<file path="src/rtl/core_arb_pkg.sv">
// rtl/core_arb_pkg.sv - shared types and constants for the dual-core arbiter
//
// Purpose : command encoding, stall-count type and core indices used by
//           core_arbiter and stall_counter.
// Ports   : none (package).
package core_arb_pkg;

   typedef logic [2:0] stall_t;

   // Pause/resume command as emitted by each core: {valid, run_value, target}.
   typedef struct packed {
      logic valid;
      logic run_value;
      logic target;
   } pr_cmd_t;

   localparam logic CORE1 = 1'b0;
   localparam logic CORE2 = 1'b1;

   // Largest count a stall_t can hold; parameters above this are rejected.
   localparam int unsigned STALL_MAX = 7;

endpackage

</file>
<file path="src/rtl/stall_counter.sv">
// rtl/stall_counter.sv - loadable 3-bit saturating down-counter
//
// Purpose : per-core conflict stall counter. Loads on i_load, otherwise
//           decrements by one per cycle and holds at zero.
// Ports   : clk        - clock
//           rst        - asynchronous active-high reset (count -> 0)
//           i_load     - load i_load_val this cycle
//           i_load_val - value to load
//           o_count    - current count
//           o_busy     - count is nonzero
module stall_counter
   import core_arb_pkg::*;
(
   input  logic   clk,
   input  logic   rst,
   input  logic   i_load,
   input  stall_t i_load_val,
   output stall_t o_count,
   output logic   o_busy
);

   stall_t r_count;

   always_ff @(posedge clk or posedge rst) begin
      if (rst) begin
         r_count <= '0;
      end else if (i_load) begin
         r_count <= i_load_val;
      end else if (r_count != '0) begin
         r_count <= r_count - 3'd1;
      end
   end

   assign o_count = r_count;
   assign o_busy  = (r_count != '0);

endmodule

</file>
<file path="src/rtl/core_arbiter.sv">
// rtl/core_arbiter.sv - registered pause/resume and port-conflict arbiter for two cores
//
// Purpose : owns the two-bit run register, resolves simultaneous read/write
//           conflicts between the cores and presents per-core stall counts.
//           Optional macro CORE_ARB_RR_EN selects round-robin winner
//           selection; without it core 1 always wins.
// Ports   : clk            - clock, all state on posedge
//           rst            - asynchronous active-high reset
//           pr_1, pr_2     - pause/resume commands {valid, run_value, target}
//           rd_1, rd_2     - data-read requests
//           wen_1, wen_2   - write requests
//           run            - run state, bit 0 = core 1, bit 1 = core 2
//           stall_1/2      - stall count per core, 0 = proceed
module core_arbiter
   import core_arb_pkg::*;
#(
   parameter int unsigned STALL_PR = 6,
   parameter int unsigned STALL_WR = 6,
   parameter int unsigned STALL_RD = 3
) (
   input  logic       clk,
   input  logic       rst,
   input  logic [2:0] pr_1,
   input  logic [2:0] pr_2,
   input  logic       rd_1,
   input  logic       rd_2,
   input  logic       wen_1,
   input  logic       wen_2,
   output logic [1:0] run,
   output logic [2:0] stall_1,
   output logic [2:0] stall_2
);

   generate
      if (STALL_PR > STALL_MAX || STALL_WR > STALL_MAX || STALL_RD > STALL_MAX) begin : g_cfg_err
         $error("core_arbiter: stall parameters must not exceed 7");
      end
   endgenerate

   localparam stall_t LP_PR = stall_t'(STALL_PR);
   localparam stall_t LP_WR = stall_t'(STALL_WR);
   localparam stall_t LP_RD = stall_t'(STALL_RD);

   logic [1:0] r_run;
   logic [1:0] w_run_nxt;
   pr_cmd_t    w_cmd1;
   pr_cmd_t    w_cmd2;
   logic       w_busy1;
   logic       w_busy2;
   stall_t     w_cnt1;
   stall_t     w_cnt2;
   logic       w_contend;
   logic       w_wr_conf;
   logic       w_rd_conf;
   logic       w_conf;
   logic       w_winner;
   logic       w_load1;
   logic       w_load2;
   stall_t     w_load_val;

   // A paused core is not executing, so its commands are not honoured;
   // this is why a self-paused core needs the other core to resume it.
   // Core 2's command is applied first so core 1 overrides on a shared target.
   always_comb begin
      w_cmd1    = pr_cmd_t'(pr_1);
      w_cmd2    = pr_cmd_t'(pr_2);
      w_run_nxt = r_run;
      if (w_cmd2.valid && r_run[CORE2]) begin
         w_run_nxt[w_cmd2.target] = w_cmd2.run_value;
      end
      if (w_cmd1.valid && r_run[CORE1]) begin
         w_run_nxt[w_cmd1.target] = w_cmd1.run_value;
      end
   end

   always_ff @(posedge clk or posedge rst) begin
      if (rst) begin
         r_run <= 2'b01;
      end else begin
         r_run <= w_run_nxt;
      end
   end

   // Only a cycle in which both cores are live and neither is already
   // serving a conflict stall can produce a new conflict.
   always_comb begin
      w_contend  = (r_run == 2'b11) && !w_busy1 && !w_busy2;
      w_wr_conf  = w_contend && wen_1 && wen_2;
      w_rd_conf  = w_contend && rd_1 && rd_2 && !w_wr_conf;
      w_conf     = w_wr_conf || w_rd_conf;
      w_load_val = w_wr_conf ? LP_WR : LP_RD;
      w_load1    = w_conf && (w_winner == CORE2);
      w_load2    = w_conf && (w_winner == CORE1);
   end

`ifdef CORE_ARB_RR_EN
   logic r_rr;

   // Pointer names the core favoured next; it moves to the loser.
   always_ff @(posedge clk or posedge rst) begin
      if (rst) begin
         r_rr <= CORE1;
      end else if (w_conf) begin
         r_rr <= ~r_rr;
      end
   end

   assign w_winner = r_rr;
`else
   assign w_winner = CORE1;
`endif

   stall_counter u_cnt1 (
      .clk        (clk),
      .rst        (rst),
      .i_load     (w_load1),
      .i_load_val (w_load_val),
      .o_count    (w_cnt1),
      .o_busy     (w_busy1)
   );

   stall_counter u_cnt2 (
      .clk        (clk),
      .rst        (rst),
      .i_load     (w_load2),
      .i_load_val (w_load_val),
      .o_count    (w_cnt2),
      .o_busy     (w_busy2)
   );

   // Pause masks the counter, which keeps running underneath.
   assign run     = r_run;
   assign stall_1 = r_run[CORE1] ? w_cnt1 : LP_PR;
   assign stall_2 = r_run[CORE2] ? w_cnt2 : LP_PR;

endmodule
</file>
<file path="config.mk">
export PLATFORM = sky130hd
export DESIGN_NAME = core_arbiter
export DESIGN_NICKNAME = d
export VERILOG_FILES = /design/src/rtl/core_arb_pkg.sv /design/src/rtl/stall_counter.sv /design/src/rtl/core_arbiter.sv
export SDC_FILE = /design/constraint.sdc
export NUM_CORES = 1
export LEC_CHECK = 0
export CORE_AREA = 3 3 40 42
export DETAILED_ROUTE_END_ITERATION = 12
export DIE_AREA = 0 0 43 45
export HOLD_SLACK_MARGIN = 0.08
export PLACE_DENSITY = 0.67
export REMOVE_ABC_BUFFERS = 1
export SYNTH_ARGS = -nofsm -noshare
export SYNTH_HDL_FRONTEND = slang
export SYNTH_SLANG_ARGS = --single-unit
</file>
<file path="constraint.sdc">
create_clock -name clk -period 1.66 [get_ports clk]
set_input_delay 0.498 -clock clk [delete_from_list [all_inputs] [get_ports clk]]
set_output_delay 0.498 -clock clk [all_outputs]
set_load 0.01 [all_outputs]
</file>
==> reports/summary.json, run 1 <==
{
  "power.combinational.fraction": {"value": 35.5, "unit": "%"},
  "die_y": {"value": 45, "unit": "µm"},
  "rsz_0062_raised_after_global_routing": {"value": "false"},
  "ys.warnings.count": {"value": 0},
  "final-max-slew-violation-count": {"value": 0},
  "core_region_area": {"value": 1280, "unit": "µm²"},
  "pin_count_of_the_biggest_net_entering_global_routing": {"value": 9},
  "ir_drop": {"value": 0.426, "unit": "mV"},
  "critPathLaunchType": {"value": "flop"},
  "initial_core_util": {"value": 38.7, "unit": "%"},
  "cts_tree": {"value": "yes"},
  "synth_largest_area_cell": {"value": "sky130_fd_sc_hd__dfrtp_1"},
  "cp-end-kind": {"value": "output pin"},
  "drt.antenna.violating_nets": {"value": 0},
  "yosys_most_used_dff": {"value": "sky130_fd_sc_hd__dfrtp_1"},
  "placement.cell_area": {"value": 736, "unit": "µm²"},
  "ioPinCount": {"value": 20},
  "finalWeightedCongestion": {"value": 0.699},
  "worstSetupPathType": {"value": "flop to output pin"},
  "fp-row-count": {"value": 13},
  "internal_power": {"value": 0.000462, "unit": "W"},
  "finalNetCount": {"value": 103},
  "synthCells": {"value": 55},
  "cts_sink_count": {"value": 8},
  "post-synth-top-count-cell": {"value": "sky130_fd_sc_hd__inv_1"},
  "worst_tran_pin_value": {"value": 299, "unit": "ps"},
  "cp.required": {"value": 1160, "unit": "ps"},
  "synth_edf_count": {"value": 0},
  "async_reset_ff_share": {"value": 100, "unit": "%"},
  "worstPathMaxFanout": {"value": 4},
  "clockPowerShare": {"value": 24.3, "unit": "%"},
  "wl_per_cell": {"value": 11.0, "unit": "µm"},
  "regToRegSetupSlack": {"value": 160, "unit": "ps"},
  "power_dissipated_by_switching_net_loads": {"value": 0.000210, "unit": "W"},
  "grt_util_all_layers": {"value": 14.3, "unit": "%"},
  "synth_top_area_share": {"value": 35.3, "unit": "%"},
  "avgViaCountPerCell": {"value": 4.69},
  "drt_iter0_drc": {"value": 3},
  "htreeDepth": {"value": 1},
  "synth.area.top_cells": {"value": "sky130_fd_sc_hd__dfrtp_1 (35%), sky130_fd_sc_hd__ha_1 (10%), sky130_fd_sc_hd__inv_1 (6.0%), sky130_fd_sc_hd__dfstp_2 (5.3%), sky130_fd_sc_hd__nand2_1 (4.5%)"},
  "layout_min_cycle_time": {"value": 1590, "unit": "ps"},
  "wl": {"value": 1110, "unit": "µm"},
  "io_buffers": {"value": 19},
  "post_synth_instance_area": {"value": 497, "unit": "µm²"},
  "slew-limit-headroom": {"value": 80.0, "unit": "%"},
  "timing.max_cap.violations": {"value": 0},
  "power_per_cell_area": {"value": 857, "unit": "nW/µm²"},
  "synth_sequential_area_ratio": {"value": 40.6, "unit": "%"},
  "share_seq_of_total_power": {"value": 40.3, "unit": "%"},
  "via_count": {"value": 474},
  "final.setup_skew": {"value": 1.45, "unit": "ps"},
  "wire_length_of_the_first_global_routing_pass": {"value": 1950, "unit": "µm"},
  "max-clock-path-buffers": {"value": 2},
  "remaining_drc_errors": {"value": 0},
  "cts_inserted_buffers": {"value": 3},
  "drt_first_pass_iters": {"value": 2},
  "global_route.overflow_total": {"value": 0},
  "fp.dieArea": {"value": 1940, "unit": "µm²"},
  "post_route_cells_drive_above_1_share": {"value": 25.6, "unit": "%"},
  "grt_antenna_before_repair": {"value": 0},
  "hold_class": {"value": "input port to async pin"},
  "finalSetupViolCount": {"value": 0},
  "cts_hold_repair.buffers": {"value": 0},
  "synth-seq-cells": {"value": 8},
  "number_of_global_route_vias_before_repair": {"value": 469},
  "run_status": {"value": "finished, final reports clean"},
  "fin_area": {"value": 785, "unit": "µm²"},
  "fin_crit_sh": {"value": 95.8, "unit": "%"},
  "synthToLayoutAreaGrowth": {"value": 57.9, "unit": "%"},
  "design_power_total": {"value": 0.000672, "unit": "W"},
  "achievable-frequency": {"value": 629, "unit": "MHz"},
  "n_antenna_cell": {"value": 0},
  "report.final.hold_viol_count": {"value": 0},
  "switching_share": {"value": 31.3, "unit": "%"},
  "synthesized_area_per_cell": {"value": 9.03, "unit": "µm²"},
  "critical_path_arrival": {"value": 1090, "unit": "ps"},
  "synth_top_cells_by_count": {"value": "sky130_fd_sc_hd__inv_1 (8), sky130_fd_sc_hd__dfrtp_1 (7), sky130_fd_sc_hd__nand2_1 (6), sky130_fd_sc_hd__ha_1 (4), sky130_fd_sc_hd__nor2_1 (4)"},
  "ys_types": {"value": 23},
  "ctsRootBufferMaster": {"value": "sky130_fd_sc_hd__clkbuf_4"},
  "dieWidth": {"value": 43, "unit": "µm"},
  "clkTransAtPathRegs": {"value": 50, "unit": "ps"},
  "detailedPlacementHpwl": {"value": 914, "unit": "µm"},
  "clk-insertion-delay-late": {"value": 260, "unit": "ps"},
  "total_leakage_power": {"value": 0.369, "unit": "nW"}
}
[per-layer routing]
metal	part of all wire, %	wire length, µm	GRT usage (%)
met4	2.4	27	9.04
met3	5.5	61	5.98
met5	0	0	0
met2	55	610	24.0
met1	37	412	15.0
[power by group through the flow]
stage	clock network, W	logic [W]	registers [W]
final	0.000163	0.000238	0.000271
after global routing	0.000187	0.000273	0.000276
after CTS	0.000176	0.000237	0.000271
after detailed placement	0	0.000236	0.000274
after global placement	0	0.000224	0.000269
after floorplan	0	0.000171	0.000262
[cells by family (layout without fill, tap and decap cells)]
| logic type | after synthesis | after routing | synth area share [%] |
|---|---|---|---|
| muxes | 2 | 2 | 4.28 |
| adders and majority gates | 4 | 4 | 10.1 |
| AOI/OAI and AO/OA | 7 | 7 | 9.32 |
| DFF | 8 | 8 | 40.6 |
| and+or+nand+nor | 24 | 24 | 26.2 |
| xor gates and xnor gates | 2 | 2 | 3.53 |
| buffers and inverters | 8 | 39 | 6.05 |
[worst paths after layout]
check                                   from                 to  cells past startpoint
min in group clk           u_cnt2.o_count[1]  u_cnt2.o_count[1]                      2
hold / removal                           rst  u_cnt1.o_count[0]                      2
setup reg to reg           u_cnt1.o_count[0]  u_cnt2.o_count[0]                      5
max in group asynchronous                rst             run[0]                      2
hold reg to reg            u_cnt2.o_count[1]  u_cnt2.o_count[1]                      2
setup / recovery                      run[1]         stall_2[2]                      3
[flip-flops by register name (all words and copies together) (netlist names)]
name / cells
u_cnt2.o_count: 3
run: 2
u_cnt1.o_count: 3
[worst max-delay path, cell delays in order (launching register included)]
cell                              delay [ps]
sky130_fd_sc_hd__dfrtp_1                 400
sky130_fd_sc_hd__buf_4                   150
sky130_fd_sc_hd__nand2b_4                 70
sky130_fd_sc_hd__clkdlybuf4s15_2         220
[metrics by stage]
stage / utilization (%) / instances / TNS, ps / hold WS, ps / setup WS (ps)
after floorplan: - / 55 / 0 / 313 / 250
after CTS: 59.4 / 100 / 0 / 478 / 1.09
after global routing: 61.1 / 101 / 0 / 501 / 13.5
final: 61.1 / 101 / 0 / 475 / 69.9
after global placement: 57.3 / 93 / -16.0 / 488 / -15.7
after detailed placement: 57.3 / 93 / -30.5 / 494 / -14.4
[final cells by class]
type	instances	area, µm²
Clock buffer	4	26.3
Fill cell	134	500
Inverter	8	30.0
Multi-Input combinational cell	39	280
Sequential cell	8	201
Tap cell	15	18.8
Timing Repair Buffer	27	228
[layout by cell type (no fill, tap or decap)]
master	instances
sky130_fd_sc_hd__dfrtp_1	7
sky130_fd_sc_hd__a21oi_1	1
sky130_fd_sc_hd__dlygate4sd2_1	2
sky130_fd_sc_hd__clkdlybuf4s15_2	1
sky130_fd_sc_hd__ha_1	4
sky130_fd_sc_hd__and2_1	2
sky130_fd_sc_hd__dfstp_2	1
sky130_fd_sc_hd__and3_1	1
sky130_fd_sc_hd__nor4_1	1
sky130_fd_sc_hd__a221oi_1	1
sky130_fd_sc_hd__buf_2	4
sky130_fd_sc_hd__mux2_2	1
sky130_fd_sc_hd__nand3b_1	2
sky130_fd_sc_hd__o21ai_1	1
sky130_fd_sc_hd__or3_4	1
sky130_fd_sc_hd__buf_6	1
sky130_fd_sc_hd__clkbuf_4	3
sky130_fd_sc_hd__nor2b_1	2
sky130_fd_sc_hd__clkbuf_2	1
sky130_fd_sc_hd__xnor2_1	2
sky130_fd_sc_hd__o221ai_1	1
sky130_fd_sc_hd__o21ai_0	2
sky130_fd_sc_hd__nand2_1	6
sky130_fd_sc_hd__nand2b_1	1
sky130_fd_sc_hd__inv_1	8
sky130_fd_sc_hd__o22a_1	1
sky130_fd_sc_hd__nor2_1	4
sky130_fd_sc_hd__clkbuf_1	1
sky130_fd_sc_hd__nand2b_4	2
sky130_fd_sc_hd__mux2i_1	1
sky130_fd_sc_hd__nand3_1	2
sky130_fd_sc_hd__clkdlybuf4s50_1	11
sky130_fd_sc_hd__buf_4	7
[timing repair]
action	CTS	global route
buffers inserted	3	1
gates resized for setup	23	4
setup endpoints to repair	8	3
cloned	0	0
No activity file was read; power rests on OpenSTA's default activity.
==> run 2, diff against run 1 <==
- TNS_END_PERCENT: unset -> 50
==> run 2 against run 1 <==
  * Sequential share of layout area rose by 0.93 points
  * Utilization down 2.1 points
  * Cell count decreased by 2.0%
  * Clock power about the same
  * Critical endpoint is now stall_1[2]
  * Cell area fell by 3.5%
  * Non-clock buffer count decreased by 2
  * Die area did not move
  * Critical path depth did not move
  * Highest routed layer unchanged
  * Critical path type unchanged
  * Total power is 1.3% lower
  * Largest power group unchanged
==> reports/summary.json, run 2 (synthesized netlist as in run 1, its figures left out) <==
{
  "worst_path_dominant_cell_family": {"value": "flip-flops"},
  "achievable-frequency": {"value": 626, "unit": "MHz"},
  "critical-path-slowest-cell": {"value": "sky130_fd_sc_hd__dfstp_2"},
  "dieWidth": {"value": 43, "unit": "µm"},
  "cp-end-kind": {"value": "output pin"},
  "io_buffers": {"value": 19},
  "ioPinCount": {"value": 20},
  "placedCellCount": {"value": 93},
  "n_antenna_cell": {"value": 0},
  "htreeDepth": {"value": 1},
  "ir_drop": {"value": 0.424, "unit": "mV"},
  "final-max-slew-violation-count": {"value": 0},
  "drt_first_pass_iters": {"value": 2},
  "layout_common_cells": {"value": "sky130_fd_sc_hd__clkdlybuf4s50_1 (11), sky130_fd_sc_hd__inv_1 (8), sky130_fd_sc_hd__dfrtp_1 (7)"},
  "critical_path_arrival": {"value": 1100, "unit": "ps"},
  "number_of_global_route_vias_before_repair": {"value": 469},
  "worstPathMaxFanout": {"value": 3},
  "core_region_area": {"value": 1280, "unit": "µm²"},
  "pin_count_of_the_biggest_net_entering_global_routing": {"value": 9},
  "report.final.hold_viol_count": {"value": 0},
  "hold_class": {"value": "input port to async pin"},
  "total_leakage_power": {"value": 0.348, "unit": "nW"},
  "global_route.overflow_total": {"value": 0},
  "slew-limit-headroom": {"value": 80.2, "unit": "%"},
  "drt.antenna.violating_nets": {"value": 0},
  "fin_crit_sh": {"value": 96.2, "unit": "%"},
  "power_per_cell_area": {"value": 877, "unit": "nW/µm²"},
  "totalNegativeSetupSlack": {"value": 0, "unit": "ps"},
  "final-instance-count-excl-fill": {"value": 99},
  "detailedPlacementHpwl": {"value": 914, "unit": "µm"},
  "drt_iter0_drc": {"value": 4},
  "post_route_cells_drive_above_1_share": {"value": 21.4, "unit": "%"},
  "finalWeightedCongestion": {"value": 0.699},
  "timing.final.ws_setup": {"value": 63.2, "unit": "ps"},
  "final_common_cell": {"value": "sky130_fd_sc_hd__clkdlybuf4s50_1"},
  "dpl_worst_slack": {"value": -14.4, "unit": "ps"},
  "worst_hold_slack": {"value": 474, "unit": "ps"},
  "cts_tree": {"value": "yes"},
  "rsz_0062_raised_after_global_routing": {"value": "true"},
  "final.setup_skew": {"value": 1.47, "unit": "ps"},
  "avgViaCountPerCell": {"value": 4.75},
  "layout_min_cycle_time": {"value": 1600, "unit": "ps"},
  "crit_path_buffers_inverters": {"value": 2},
  "grt_antenna_before_repair": {"value": 0},
  "timing.max_cap.violations": {"value": 0},
  "grt_util_all_layers": {"value": 14.2, "unit": "%"},
  "cts_inserted_buffers": {"value": 3},
  "ctsRootBufferMaster": {"value": "sky130_fd_sc_hd__clkbuf_4"},
  "path_cells": {"value": "buf_4 -> nand2b_4 -> buf_2"},
  "critPathLaunchType": {"value": "flop"},
  "max-clock-path-buffers": {"value": 2},
  "clkTransAtPathRegs": {"value": 50, "unit": "ps"},
  "synthToLayoutAreaGrowth": {"value": 52.4, "unit": "%"},
  "finalNetCount": {"value": 101},
  "clk-insertion-delay-late": {"value": 260, "unit": "ps"},
  "reg2regPathDepth": {"value": 5},
  "cp.required": {"value": 1160, "unit": "ps"},
  "finalSetupViolCount": {"value": 0},
  "wl": {"value": 1080, "unit": "µm"},
  "critical-path-max-stage-delay": {"value": 530, "unit": "ps"},
  "run_status": {"value": "finished, final reports clean"},
  "cts_hold_repair.buffers": {"value": 0},
  "initial_core_util": {"value": 38.7, "unit": "%"},
  "worstSetupPathType": {"value": "flop to output pin"},
  "worst_tran_pin_value": {"value": 297, "unit": "ps"},
  "fp-row-count": {"value": 13},
  "die_y": {"value": 45, "unit": "µm"},
  "remaining_drc_errors": {"value": 0},
  "via_count": {"value": 470},
  "fp.dieArea": {"value": 1940, "unit": "µm²"},
  "wl_per_cell": {"value": 10.9, "unit": "µm"},
  "cts_sink_count": {"value": 8},
  "critical_path_depth": {"value": 3},
  "wire_length_of_the_first_global_routing_pass": {"value": 1940, "unit": "µm"},
  "design_power_total": {"value": 0.000664, "unit": "W"}
}
==> run 2: final timing paths <==
check | start | end | slack, ps
hold / removal | rst | u_cnt1.o_count[0] | 470
setup reg to reg | u_cnt1.o_count[0] | u_cnt2.o_count[0] | 160
setup / recovery | run[0] | stall_1[2] | 60
min in group clk | u_cnt2.o_count[1] | u_cnt2.o_count[1] | 500
hold reg to reg | u_cnt2.o_count[1] | u_cnt2.o_count[1] | 500
max in group asynchronous | rst | run[0] | 910
==> run 2: stage by stage <==
stage | util (%) | instance area, µm²
after detailed placement | 57.3 | 736
after global placement | 57.3 | 736
after global routing | 58.9 | 757
final | 58.9 | 757
after CTS | 58.6 | 753
after floorplan | - | 497
==> run 2: final cells by class <==
| cell class | instances | area (µm²) |
|---|---|---|
| Sequential cell | 8 | 201 |
| Tap cell | 15 | 18.8 |
| Inverter | 8 | 30.0 |
| Timing Repair Buffer | 25 | 208 |
| Clock buffer | 4 | 26.3 |
| Multi-Input combinational cell | 39 | 273 |
| Fill cell | 136 | 528 |
==> run 2: per-layer routing <==
metal	wire length [µm]	vias to the layer above	GRT usage, %
met3	58	3	5.98
met2	587	9	24.0
li1	-	240	-
met4	27	0	9.04
met5	0	-	0
met1	406	218	14.7
==> run 2: timing repair <==
item,4_1_cts,5_1_grt
endpoints found under the setup margin,8,3
resized for setup,21,3
setup buffers,2,0
pin swaps,0,0
==> run 2: power breakdown <==
| group | leakage (nW) | internal [W] | switching, W |
|---|---|---|---|
| logic | 0.231 | 0.000126 | 0.000106 |
| registers | 0.102 | 0.000237 | 0.0000317 |
| clock network | 0.0150 | 0.0000923 | 0.0000709 |
==> run 2: worst register-to-register path, cell delays in order, from the launching register on <==
cell and delay, ps:
sky130_fd_sc_hd__dfrtp_1 370, sky130_fd_sc_hd__inv_1 120, sky130_fd_sc_hd__ha_1 210, sky130_fd_sc_hd__nand2_1 80, sky130_fd_sc_hd__or3_4 400, sky130_fd_sc_hd__o22a_1 220
==> run 3, diff against run 2 <==
- CORE_AREA: 3 3 40 42 -> 2 2 39 41
- DIE_AREA: 0 0 43 45 -> 0 0 41 43
==> run 3 against run 2 <==
  * Register-to-register slack is essentially flat
  * Highest routed layer unchanged
  * Combinational power is 6% higher
  * Clock power barely moved
  * Sequential power down 4%
  * Die area down 8.9%
  * Critical endpoint unchanged
  * Total power is essentially flat
  * Largest cell class unchanged
  * Cell count rose by 2.0%
  * Global-route usage is 0.28 points higher
  * Via count shrank 2.6%
==> reports/summary.json, run 3 (synthesized netlist as in run 1, its figures left out) <==
{
  "synthToLayoutAreaGrowth": {"value": 53.4, "unit": "%"},
  "finalNetCount": {"value": 102},
  "final-max-slew-violation-count": {"value": 0},
  "grt_util_all_layers": {"value": 14.5, "unit": "%"},
  "finalWeightedCongestion": {"value": 0.719},
  "setup.worst_path.start": {"value": "run[0]"},
  "power_per_cell_area": {"value": 871, "unit": "nW/µm²"},
  "cts_hold_repair.buffers": {"value": 0},
  "crit_path_buffers_inverters": {"value": 2},
  "die_y": {"value": 43, "unit": "µm"},
  "layout_min_cycle_time": {"value": 1590, "unit": "ps"},
  "placedCellCount": {"value": 95},
  "n_antenna_cell": {"value": 0},
  "post_route_cells_drive_above_1_share": {"value": 20.0, "unit": "%"},
  "fp.dieArea": {"value": 1760, "unit": "µm²"},
  "grt_antenna_before_repair": {"value": 0},
  "worstSetupPathType": {"value": "flop to output pin"},
  "pin_count_of_the_biggest_net_entering_global_routing": {"value": 9},
  "timing.final.ws_setup": {"value": 74.6, "unit": "ps"},
  "multi_input_area": {"value": 265, "unit": "µm²"},
  "cts_inserted_buffers": {"value": 3},
  "report.final.hold_viol_count": {"value": 0},
  "fp-row-count": {"value": 14},
  "filler_cell_count": {"value": 133},
  "htreeDepth": {"value": 1},
  "detailedPlacementHpwl": {"value": 757, "unit": "µm"},
  "clkTransAtPathRegs": {"value": 60, "unit": "ps"},
  "cp-end-kind": {"value": "output pin"},
  "dpl_worst_slack": {"value": -13.1, "unit": "ps"},
  "critical-path-max-stage-delay": {"value": 540, "unit": "ps"},
  "avgViaCountPerCell": {"value": 4.53},
  "timing.max_cap.violations": {"value": 0},
  "layout_common_cells": {"value": "sky130_fd_sc_hd__clkdlybuf4s50_1 (11), sky130_fd_sc_hd__inv_1 (8), sky130_fd_sc_hd__buf_4 (7), sky130_fd_sc_hd__dfrtp_1 (7), sky130_fd_sc_hd__nand2_1 (6)"},
  "hold_class": {"value": "input port to async pin"},
  "core_region_area": {"value": 1380, "unit": "µm²"},
  "critical_path_arrival": {"value": 1090, "unit": "ps"},
  "cts_sink_count": {"value": 8},
  "design_power_total": {"value": 0.000664, "unit": "W"},
  "worst_path_dominant_cell_family": {"value": "flip-flops"},
  "regToRegSetupSlack": {"value": 170, "unit": "ps"},
  "critPathLaunchType": {"value": "flop"},
  "slew-limit-headroom": {"value": 78.6, "unit": "%"},
  "remaining_drc_errors": {"value": 0},
  "wl_per_cell": {"value": 8.99, "unit": "µm"},
  "initial_core_util": {"value": 35.9, "unit": "%"},
  "io_buffers": {"value": 19},
  "final_common_cell": {"value": "sky130_fd_sc_hd__clkdlybuf4s50_1"},
  "drt.antenna.violating_nets": {"value": 0},
  "worstPathMaxFanout": {"value": 3},
  "via_count": {"value": 458},
  "rsz_0062_raised_after_global_routing": {"value": "false"},
  "critical_path.reg2reg.endpoint": {"value": "u_cnt2.o_count[0]"},
  "max-clock-path-buffers": {"value": 2},
  "ctsRootBufferMaster": {"value": "sky130_fd_sc_hd__clkbuf_4"},
  "run_status": {"value": "finished, final reports clean"},
  "ir_drop": {"value": 0.506, "unit": "mV"},
  "final-instance-count-excl-fill": {"value": 101},
  "path_cells": {"value": "buf_4 -> nand2b_1 -> buf_2"},
  "worst_tran_pin_value": {"value": 321, "unit": "ps"},
  "number_of_global_route_vias_before_repair": {"value": 395},
  "wl": {"value": 908, "unit": "µm"},
  "wire_length_of_the_first_global_routing_pass": {"value": 1660, "unit": "µm"},
  "reg2regPathDepth": {"value": 5},
  "drt_iter0_drc": {"value": 4},
  "critical_path_depth": {"value": 3},
  "clk-insertion-delay-late": {"value": 260, "unit": "ps"},
  "drt_first_pass_iters": {"value": 2},
  "achievable-frequency": {"value": 631, "unit": "MHz"},
  "endpoint": {"value": "stall_1[2]"},
  "critical-path-slowest-cell": {"value": "sky130_fd_sc_hd__dfstp_2"},
  "cp.required": {"value": 1160, "unit": "ps"},
  "register_area": {"value": 201, "unit": "µm²"},
  "crit-reg2reg-launch": {"value": "u_cnt1.o_count[0]"},
  "dieWidth": {"value": 41, "unit": "µm"},
  "final.setup_skew": {"value": 12.2, "unit": "ps"},
  "finalSetupViolCount": {"value": 0},
  "cts_tree": {"value": "yes"},
  "total_leakage_power": {"value": 0.350, "unit": "nW"},
  "global_route.overflow_total": {"value": 0},
  "ioPinCount": {"value": 20},
  "fin_crit_sh": {"value": 95.5, "unit": "%"}
}
run 3: worst min path at each step:
stage,from,endpoint,slack [ps],cells after the start
finish,rst,u_cnt2.o_count[0],480,2
global placement,u_cnt2.o_count[1],u_cnt2.o_count[1],480,2
global route,rst,u_cnt2.o_count[0],540,2
CTS,rst,u_cnt2.o_count[0],480,2
floorplan,rst,run[1],310,1
detailed placement,u_cnt2.o_count[1],u_cnt2.o_count[1],480,2
run 3: timing repair:
item / in CTS / in global routing
resized for setup: 17 / 3
pin swaps: 0 / 0
endpoints found under the hold margin: 0 / 0
setup buffers: 1 / 1
setup endpoints to repair: 8 / 4
run 3: power by group:
| group | switching [W] | internal, W |
|---|---|---|
| clock | 0.0000680 | 0.0000920 |
| sequential | 0.0000224 | 0.000237 |
| combinational | 0.000105 | 0.000140 |
| total | 0.000196 | 0.000468 |
run 3: routing by layer:
metal	global-route usage [%]	wire (µm)
met1	18.7	407
met2	19.7	426
met3	7.85	61
met4	6.00	13
met5	0	0
run 3: area by class of cell:
class | instances | share of cell area, %
multi-input combinational | 39 | 34.8
timing repair buffer | 26 | 28.7
sequential | 8 | 26.4
inverter | 8 | 3.94
clock buffer | 4 | 3.45
tap | 16 | 2.63
run 3: per-stage QoR:
step                cell area (µm²)  utilization, %  setup TNS (ps)  hold slack, ps
floorplan                       497               -               0             313
global placement                744            53.8           -15.3             483
detailed placement              744            53.8           -20.2             479
CTS                             764            55.2               0             484
global route                    762            55.1               0             535
finish                          762            55.1               0             484
run 3: worst register-to-register path: cells and delay by family (launching register included):
| kind | cells | cell delay [ps] |
|---|---|---|
| AO/OA/AOI/OAI | 1 | 210 |
| flip-flops | 1 | 350 |
| adder cells (fa/ha/maj) | 1 | 220 |
| AND/OR/NAND/NOR | 2 | 480 |
| buffers and inverters | 1 | 130 |
